<file path="src/rtl/alu_pkg.sv">
// Shared opcodes, flag bit positions and FSM state type for the sequential ALU.
package alu_pkg;

    localparam logic [3:0] OP_NOT  = 4'h0;
    localparam logic [3:0] OP_AND  = 4'h1;
    localparam logic [3:0] OP_OR   = 4'h2;
    localparam logic [3:0] OP_XOR  = 4'h3;
    localparam logic [3:0] OP_SHL  = 4'h4;
    localparam logic [3:0] OP_SHR  = 4'h5;
    localparam logic [3:0] OP_ROL  = 4'h6;
    localparam logic [3:0] OP_ROR  = 4'h7;
    localparam logic [3:0] OP_INC  = 4'h8;
    localparam logic [3:0] OP_DEC  = 4'h9;
    localparam logic [3:0] OP_ADD  = 4'hA;
    localparam logic [3:0] OP_ADC  = 4'hB;
    localparam logic [3:0] OP_SUB  = 4'hC;
    localparam logic [3:0] OP_SBB  = 4'hD;
    localparam logic [3:0] OP_CMP  = 4'hE;
    localparam logic [3:0] OP_LDSR = 4'hF;

    localparam int unsigned FLG_Z = 0;
    localparam int unsigned FLG_C = 1;
    localparam int unsigned FLG_S = 2;
    localparam int unsigned FLG_V = 3;

    typedef enum logic [1:0] {
        StIdle,
        StShift,
        StDone
    } state_e;

    function automatic logic is_shift_op(input logic [3:0] op);
        return op[3:2] == 2'b01;
    endfunction

endpackage

</file>
<file path="src/rtl/alu_addsub.sv">
// Shared adder/subtractor: sum = a + b + cin, or a - b - cin when sub is set.
module alu_addsub #(
    parameter int unsigned WIDTH = 20
) (
    input  logic [WIDTH-1:0] a,
    input  logic [WIDTH-1:0] b,
    input  logic             cin,
    input  logic             sub,
    output logic [WIDTH-1:0] sum,
    output logic             carry,
    output logic             overflow
);

    logic [WIDTH-1:0] bx;
    logic             cx;
    logic [WIDTH:0]   full;

    // a - b - cin == a + ~b + (1 - cin); carry out of that is the inverted borrow
    assign bx   = sub ? ~b : b;
    assign cx   = cin ^ sub;
    assign full = {1'b0, a} + {1'b0, bx} + {{WIDTH{1'b0}}, cx};

    assign sum      = full[WIDTH-1:0];
    assign carry    = full[WIDTH] ^ sub;
    assign overflow = (a[WIDTH-1] == bx[WIDTH-1]) && (sum[WIDTH-1] != a[WIDTH-1]);

endmodule

</file>
<file path="src/rtl/seq_alu.sv">
// Multi-cycle ALU with valid/ready handshakes, bit-serial shifts/rotates and a
// persistent {V,S,C,Z} status register.
module seq_alu
    import alu_pkg::*;
#(
    parameter int unsigned WIDTH   = 20,
    parameter int unsigned SHAMT_W = 5
) (
    input  logic             clk,
    input  logic             rst,
    input  logic             in_valid,
    output logic             in_ready,
    input  logic [3:0]       op,
    input  logic [WIDTH-1:0] a,
    input  logic [WIDTH-1:0] b,
    output logic             out_valid,
    input  logic             out_ready,
    output logic [WIDTH-1:0] out_data,
    output logic [3:0]       flags
);

    state_e             state_q, state_d;
    logic [WIDTH-1:0]   work_q, work_d;
    logic [WIDTH-1:0]   out_data_q, out_data_d;
    logic [SHAMT_W-1:0] cnt_q, cnt_d;
    logic [3:0]         op_q, op_d;
    logic [3:0]         flags_q, flags_d;

    logic [WIDTH-1:0]   as_b, as_sum;
    logic               as_cin, as_sub, as_carry, as_ovf;

    logic [WIDTH-1:0]   imm_res;
    logic               imm_c, imm_v;
    logic [3:0]         imm_flags;

    logic [WIDTH-1:0]   step_res;
    logic               step_c;

    logic [SHAMT_W-1:0] shamt;

    assign shamt = b[SHAMT_W-1:0];

    alu_addsub #(
        .WIDTH(WIDTH)
    ) u_addsub (
        .a       (a),
        .b       (as_b),
        .cin     (as_cin),
        .sub     (as_sub),
        .sum     (as_sum),
        .carry   (as_carry),
        .overflow(as_ovf)
    );

    always_comb begin
        as_b   = b;
        as_cin = 1'b0;
        as_sub = 1'b0;
        case (op)
            OP_INC: begin
                as_b   = '0;
                as_cin = 1'b1;
            end
            OP_DEC: begin
                as_b   = WIDTH'(1);
                as_sub = 1'b1;
            end
            OP_ADC: as_cin = flags_q[FLG_C];
            OP_SUB, OP_CMP: as_sub = 1'b1;
            OP_SBB: begin
                as_sub = 1'b1;
                as_cin = flags_q[FLG_C];
            end
            default: ;
        endcase
    end

    // Single-cycle result, also covers shifts/rotates by zero (C preserved)
    always_comb begin
        imm_res = a;
        imm_c   = 1'b0;
        imm_v   = 1'b0;
        case (op)
            OP_NOT: imm_res = ~a;
            OP_AND: imm_res = a & b;
            OP_OR:  imm_res = a | b;
            OP_XOR: imm_res = a ^ b;
            OP_SHL, OP_SHR, OP_ROL, OP_ROR: begin
                imm_res = a;
                imm_c   = flags_q[FLG_C];
            end
            OP_INC, OP_DEC, OP_ADD, OP_ADC, OP_SUB, OP_SBB, OP_CMP: begin
                imm_res = as_sum;
                imm_c   = as_carry;
                imm_v   = as_ovf;
            end
            default: imm_res = a;
        endcase
        if (op == OP_LDSR) begin
            imm_flags = b[3:0];
        end else begin
            imm_flags = {imm_v, imm_res[WIDTH-1], imm_c, imm_res == '0};
        end
    end

    always_comb begin
        step_res = work_q << 1;
        step_c   = work_q[WIDTH-1];
        case (op_q)
            OP_SHR: begin
                step_res = work_q >> 1;
                step_c   = work_q[0];
            end
            OP_ROL: begin
                step_res = {work_q[WIDTH-2:0], work_q[WIDTH-1]};
                step_c   = work_q[WIDTH-1];
            end
            OP_ROR: begin
                step_res = {work_q[0], work_q[WIDTH-1:1]};
                step_c   = work_q[0];
            end
            default: ;
        endcase
    end

    always_comb begin
        state_d    = state_q;
        work_d     = work_q;
        cnt_d      = cnt_q;
        op_d       = op_q;
        out_data_d = out_data_q;
        flags_d    = flags_q;
        case (state_q)
            StIdle: begin
                if (in_valid) begin
                    if (is_shift_op(op) && shamt != '0) begin
                        work_d  = a;
                        cnt_d   = shamt;
                        op_d    = op;
                        state_d = StShift;
                    end else begin
                        out_data_d = imm_res;
                        flags_d    = imm_flags;
                        state_d    = StDone;
                    end
                end
            end
            StShift: begin
                work_d = step_res;
                cnt_d  = cnt_q - SHAMT_W'(1);
                if (cnt_q == SHAMT_W'(1)) begin
                    out_data_d = step_res;
                    flags_d    = {1'b0, step_res[WIDTH-1], step_c, step_res == '0};
                    state_d    = StDone;
                end
            end
            StDone: begin
                if (out_ready) begin
                    state_d = StIdle;
                end
            end
            default: state_d = StIdle;
        endcase
    end

    always_ff @(posedge clk or posedge rst) begin
        if (rst) begin
            state_q    <= StIdle;
            work_q     <= '0;
            cnt_q      <= '0;
            op_q       <= '0;
            out_data_q <= '0;
            flags_q    <= '0;
        end else begin
            state_q    <= state_d;
            work_q     <= work_d;
            cnt_q      <= cnt_d;
            op_q       <= op_d;
            out_data_q <= out_data_d;
            flags_q    <= flags_d;
        end
    end

    assign in_ready  = (state_q == StIdle);
    assign out_valid = (state_q == StDone);
    assign out_data  = out_data_q;
    assign flags     = flags_q;

endmodule

</file>
<file path="config.mk">
export PLATFORM = sky130hd
export DESIGN_NAME = seq_alu
export DESIGN_NICKNAME = d
export VERILOG_FILES = /design/src/rtl/alu_pkg.sv /design/src/rtl/alu_addsub.sv /design/src/rtl/seq_alu.sv
export SDC_FILE = /design/constraint.sdc
export NUM_CORES = 1
export LEC_CHECK = 0
export ABC_AREA = 0
export BUFFER_PORTS_ARGS = -buffer_cell sky130_fd_sc_hd__buf_2
export CORE_MARGIN = 4
export CORE_UTILIZATION = 55
export CTS_CLUSTER_DIAMETER = 120
export DETAILED_ROUTE_END_ITERATION = 7
export GPL_TIMING_DRIVEN = 0
export PLACE_DENSITY = 0.77
export SLEW_MARGIN = 0
export SYNTH_ARGS = -nofsm -noshare
export SYNTH_HDL_FRONTEND = slang
export SYNTH_HIERARCHICAL = 1
export SYNTH_SLANG_ARGS = --single-unit
</file>
<file path="constraint.sdc">
create_clock -name clk -period 3.3 [get_ports clk]
set_input_delay 0.165 -clock clk [delete_from_list [all_inputs] [get_ports clk]]
set_output_delay 0.165 -clock clk [all_outputs]
set_load 0.02 [all_outputs]
</file>
==> impl_results.md <==
- Outcome: complete, but fails checks
- Failing checks: setup timing
- Most common cell after layout, fill and taps aside: nand2_1
- Layout area overhead: 25.1%
- Sink Count: 55
- Antenna violations before repair: 0
- Share of cells above drive strength 1: 25.1%
- Largest net degree at the start of global routing: 44
- Top delay family on crit path: compound AO/OA/AOI/OAI gates
- Gate Count Post-Synth: 799
- Post-Syn Nets: 910
- Peak supply drop: 0.435 mV
- CP Class: primary input to flop
- Grt ovf: 0
- CTS tree: built
- IO Count: 74
- Minimum hold slack: 0.0338 ns
- Worst Setup End Kind: flop
- Worst-Margin Slew: 0.689 ns
- Setup violators final: 11
- Final Skew: 0.0123 ns
- Total Routing Usage GR: 33.7%
- Vias/cell: 6.39
- Synth unique cells: 71
- Worst-path cell chain: buf_12 -> buf_12 -> nor2_4 -> and2_4 -> clkbuf_16 -> nor2_4 -> xor2_2 -> ha_1 -> nor2b_4 -> o31a_1 -> o31a_1 -> a32o_2 -> a21oi_4 -> xnor2_4 -> o31ai_2 -> o211ai_1 -> a211oi_2 -> and3_1 -> nand4_1 -> o21ai_1
- CP required: 3.55 ns
- Synth Flop Type: dfrtp_1
- Final worst slack: -0.287 ns
- HPWL after detailed placement: 16,900 um
- Post-synthesis sequential area ratio: 22.4%
- Crit Path Max Fanout: 7
- Hold Fails Final Rpt: 0
- Die Wd: 114 um
- Row count: 38
- CORE AREA: 0.0109 sq mm
- Max-slew violations: 0
- Die Y: 114 um
- Antenna diodes: 0
- Vias post-DR: 6,711
- Commonest non-fill, non-tap cells in the layout: nand2_1, buf_2, nor2_1
- NumNets Final: 1,023
- Critical Path Start Type: primary input
- Routed WL per cell: 21.3 um
- F_max: 279 MHz
- First-pass GRT wire length: 34,200 um
- DRT iter0 DRCs: 576
- Slew margin rel.: 54.1%
- Post-route antenna net violation count: 0
- Final period demand of the worst path: 3.59 ns
- Placed Area: 0.00684 sq mm
- Post-route cell area: 0.00767 sq mm
- CTS max path bufs: 2
- Arr. time, crit path: 3.83 ns
- Drt total wl: 22,400 um
- Flops & latches, synth: 55
- Gpl congestion: 0.970
- Netlist Area Pre-Place: 0.00613 sq mm
- Power density cells: 589 mW/mm^2
- Drt pass-1 iters: 6
- Slowest CP cell: o31a_1
- Hold WC Path Type: primary input to flop
- Leakage: 3.74 nW
- CTS Buf Count: 5
- Number of I/O port buffers: 71
- EDFF count, synth: 0
- Layout Utilization: 70.5%
- Max-cap violations: 0
- Yosys Warn Count: 6
- Clock Latency Late Sink: 0.31 ns
- Async S/R FF share, synth: 100%
- Starting Density: 56.3%
- Htree depth: 2
- Clk pin slew, worst setup/hold paths: 0.09 ns
- Pre-CTS WS: -1.55 ns
- Syn_area_per_cell: 7.68 sq um
- Root Buffer: clkbuf_8
- Critical path buffer and inverter count: 3
- DIE AREA: 0.0129 sq mm
- Unrepaired setup endpoints after global routing: yes
- DRC Markers: 0
- CP peak stage delay: 0.35 ns
- Vias in the first global route: 6,408
- Final period util: 109%
-- final cells by class --
cell class | count | area (sq um)
clock buffers | 6 | 72.6
multi-input cells | 631 | 4750
plain buffers | 46 | 328
inverters | 62 | 235
well taps | 140 | 175
fillers | 874 | 3220
repair buffers | 111 | 736
flip-flops and latches | 55 | 1380
-- state kept, by name, summed over array words and instances, names as in the netlist --
name	flops
out_data	20
op_q	4
cnt_q	5
state_q	2
flags	4
work_q	20
-- per-stage QoR --
stage	total power, W	setup TNS (ns)	std cells
6_report	0.00452	-1.79	1051
3_3_place_gp	0.00374	-15.70	1010
5_1_grt	0.00481	-2.96	1051
2_1_floorplan	0.00300	-1.86	799
3_5_place_dp	0.00381	-16.88	1011
4_1_cts	0.00430	-0.627	1038
-- Yosys cell counts (3+ instances only) --
library cell	count	area (sq um)
clkbuf_1	31	116
nand4_1	5	31.3
and2_1	4	25.0
o22ai_1	11	68.8
nand2b_1	11	68.8
a21o_1	22	165
mux2i_1	16	160
o31ai_1	16	120
buf_6	4	45.0
dfrtp_1	55	1380
a221oi_1	8	70.1
o21a_1	5	37.5
ha_1	61	763
a31oi_1	4	25.0
nor4_1	9	56.3
a22oi_1	3	22.5
a21oi_1	55	275
buf_1	4	15.0
nor3_1	8	40.0
o31ai_2	4	50.1
o211ai_1	4	30.0
o2bb2ai_1	4	35.0
nor2_1	72	270
a211oi_1	13	97.6
mux2_2	4	45.0
inv_1	61	229
xnor2_1	13	114
nand2_1	102	383
or3b_1	3	26.3
nand3_1	17	85.1
o221ai_1	3	26.3
and3_1	22	138
mux4_2	5	113
nand3b_1	4	30.0
o21ai_0	35	175
o21ai_1	16	80.1
nor2b_1	8	50.1
xor2_1	24	210
buf_2	11	55.1
-- metal layers --
layer | GRT usage, % | part of all wire, % | vias to the layer above
li1 | - | - | 3040
met1 | 43.7 | 39 | 3229
met2 | 57.6 | 48 | 370
met3 | 4.40 | 8.2 | 72
met4 | 11.9 | 4.2 | 0
met5 | 0 | 0 | -
-- kinds of logic after synthesis --
group                      after synthesis  synth area share [%]
AOI/OAI and AO/OA                      226                  24.7
xor gates and xnor gates                37                  5.28
adders and majority gates               63                  13.1
buffers and inverters                  113                  7.69
DFF                                     55                  22.4
muxes                                   25                  5.18
and+or+nand+nor                        280                  21.7
-- worst paths after layout --
| check | to | slack (ns) | cells after the start | start |
|---|---|---|---|---|
| worst max-delay path | flags[0] | -0.29 | 20 | op[1] |
| worst min-delay path | state_q[1] | 0.03 | 2 | out_ready |
| worst max register to register | flags[0] | -0.29 | 16 | flags[1] |
| worst min register to register | out_data[14] | 0.48 | 1 | out_data[14] |
| max in group asynchronous | cnt_q[1] | 2.45 | 4 | rst |
| min in group asynchronous | out_data[13] | 0.33 | 3 | rst |
-- what timing repair did --
item,CTS,global route
resized for setup,54,47
pin swaps,32,34
setup buffers,25,13
endpoints found under the hold margin,12,0
setup endpoints to repair,19,15
hold buffers,1,0
-- where the power goes --
group,internal [W],total [W],switching [W]
registers,0.000986,0.00127,0.000286
logic,0.00112,0.00290,0.00178
clock network,0.000142,0.000351,0.000208
total,0.00225,0.00452,0.00228
(Power assumes the default switching activity.)
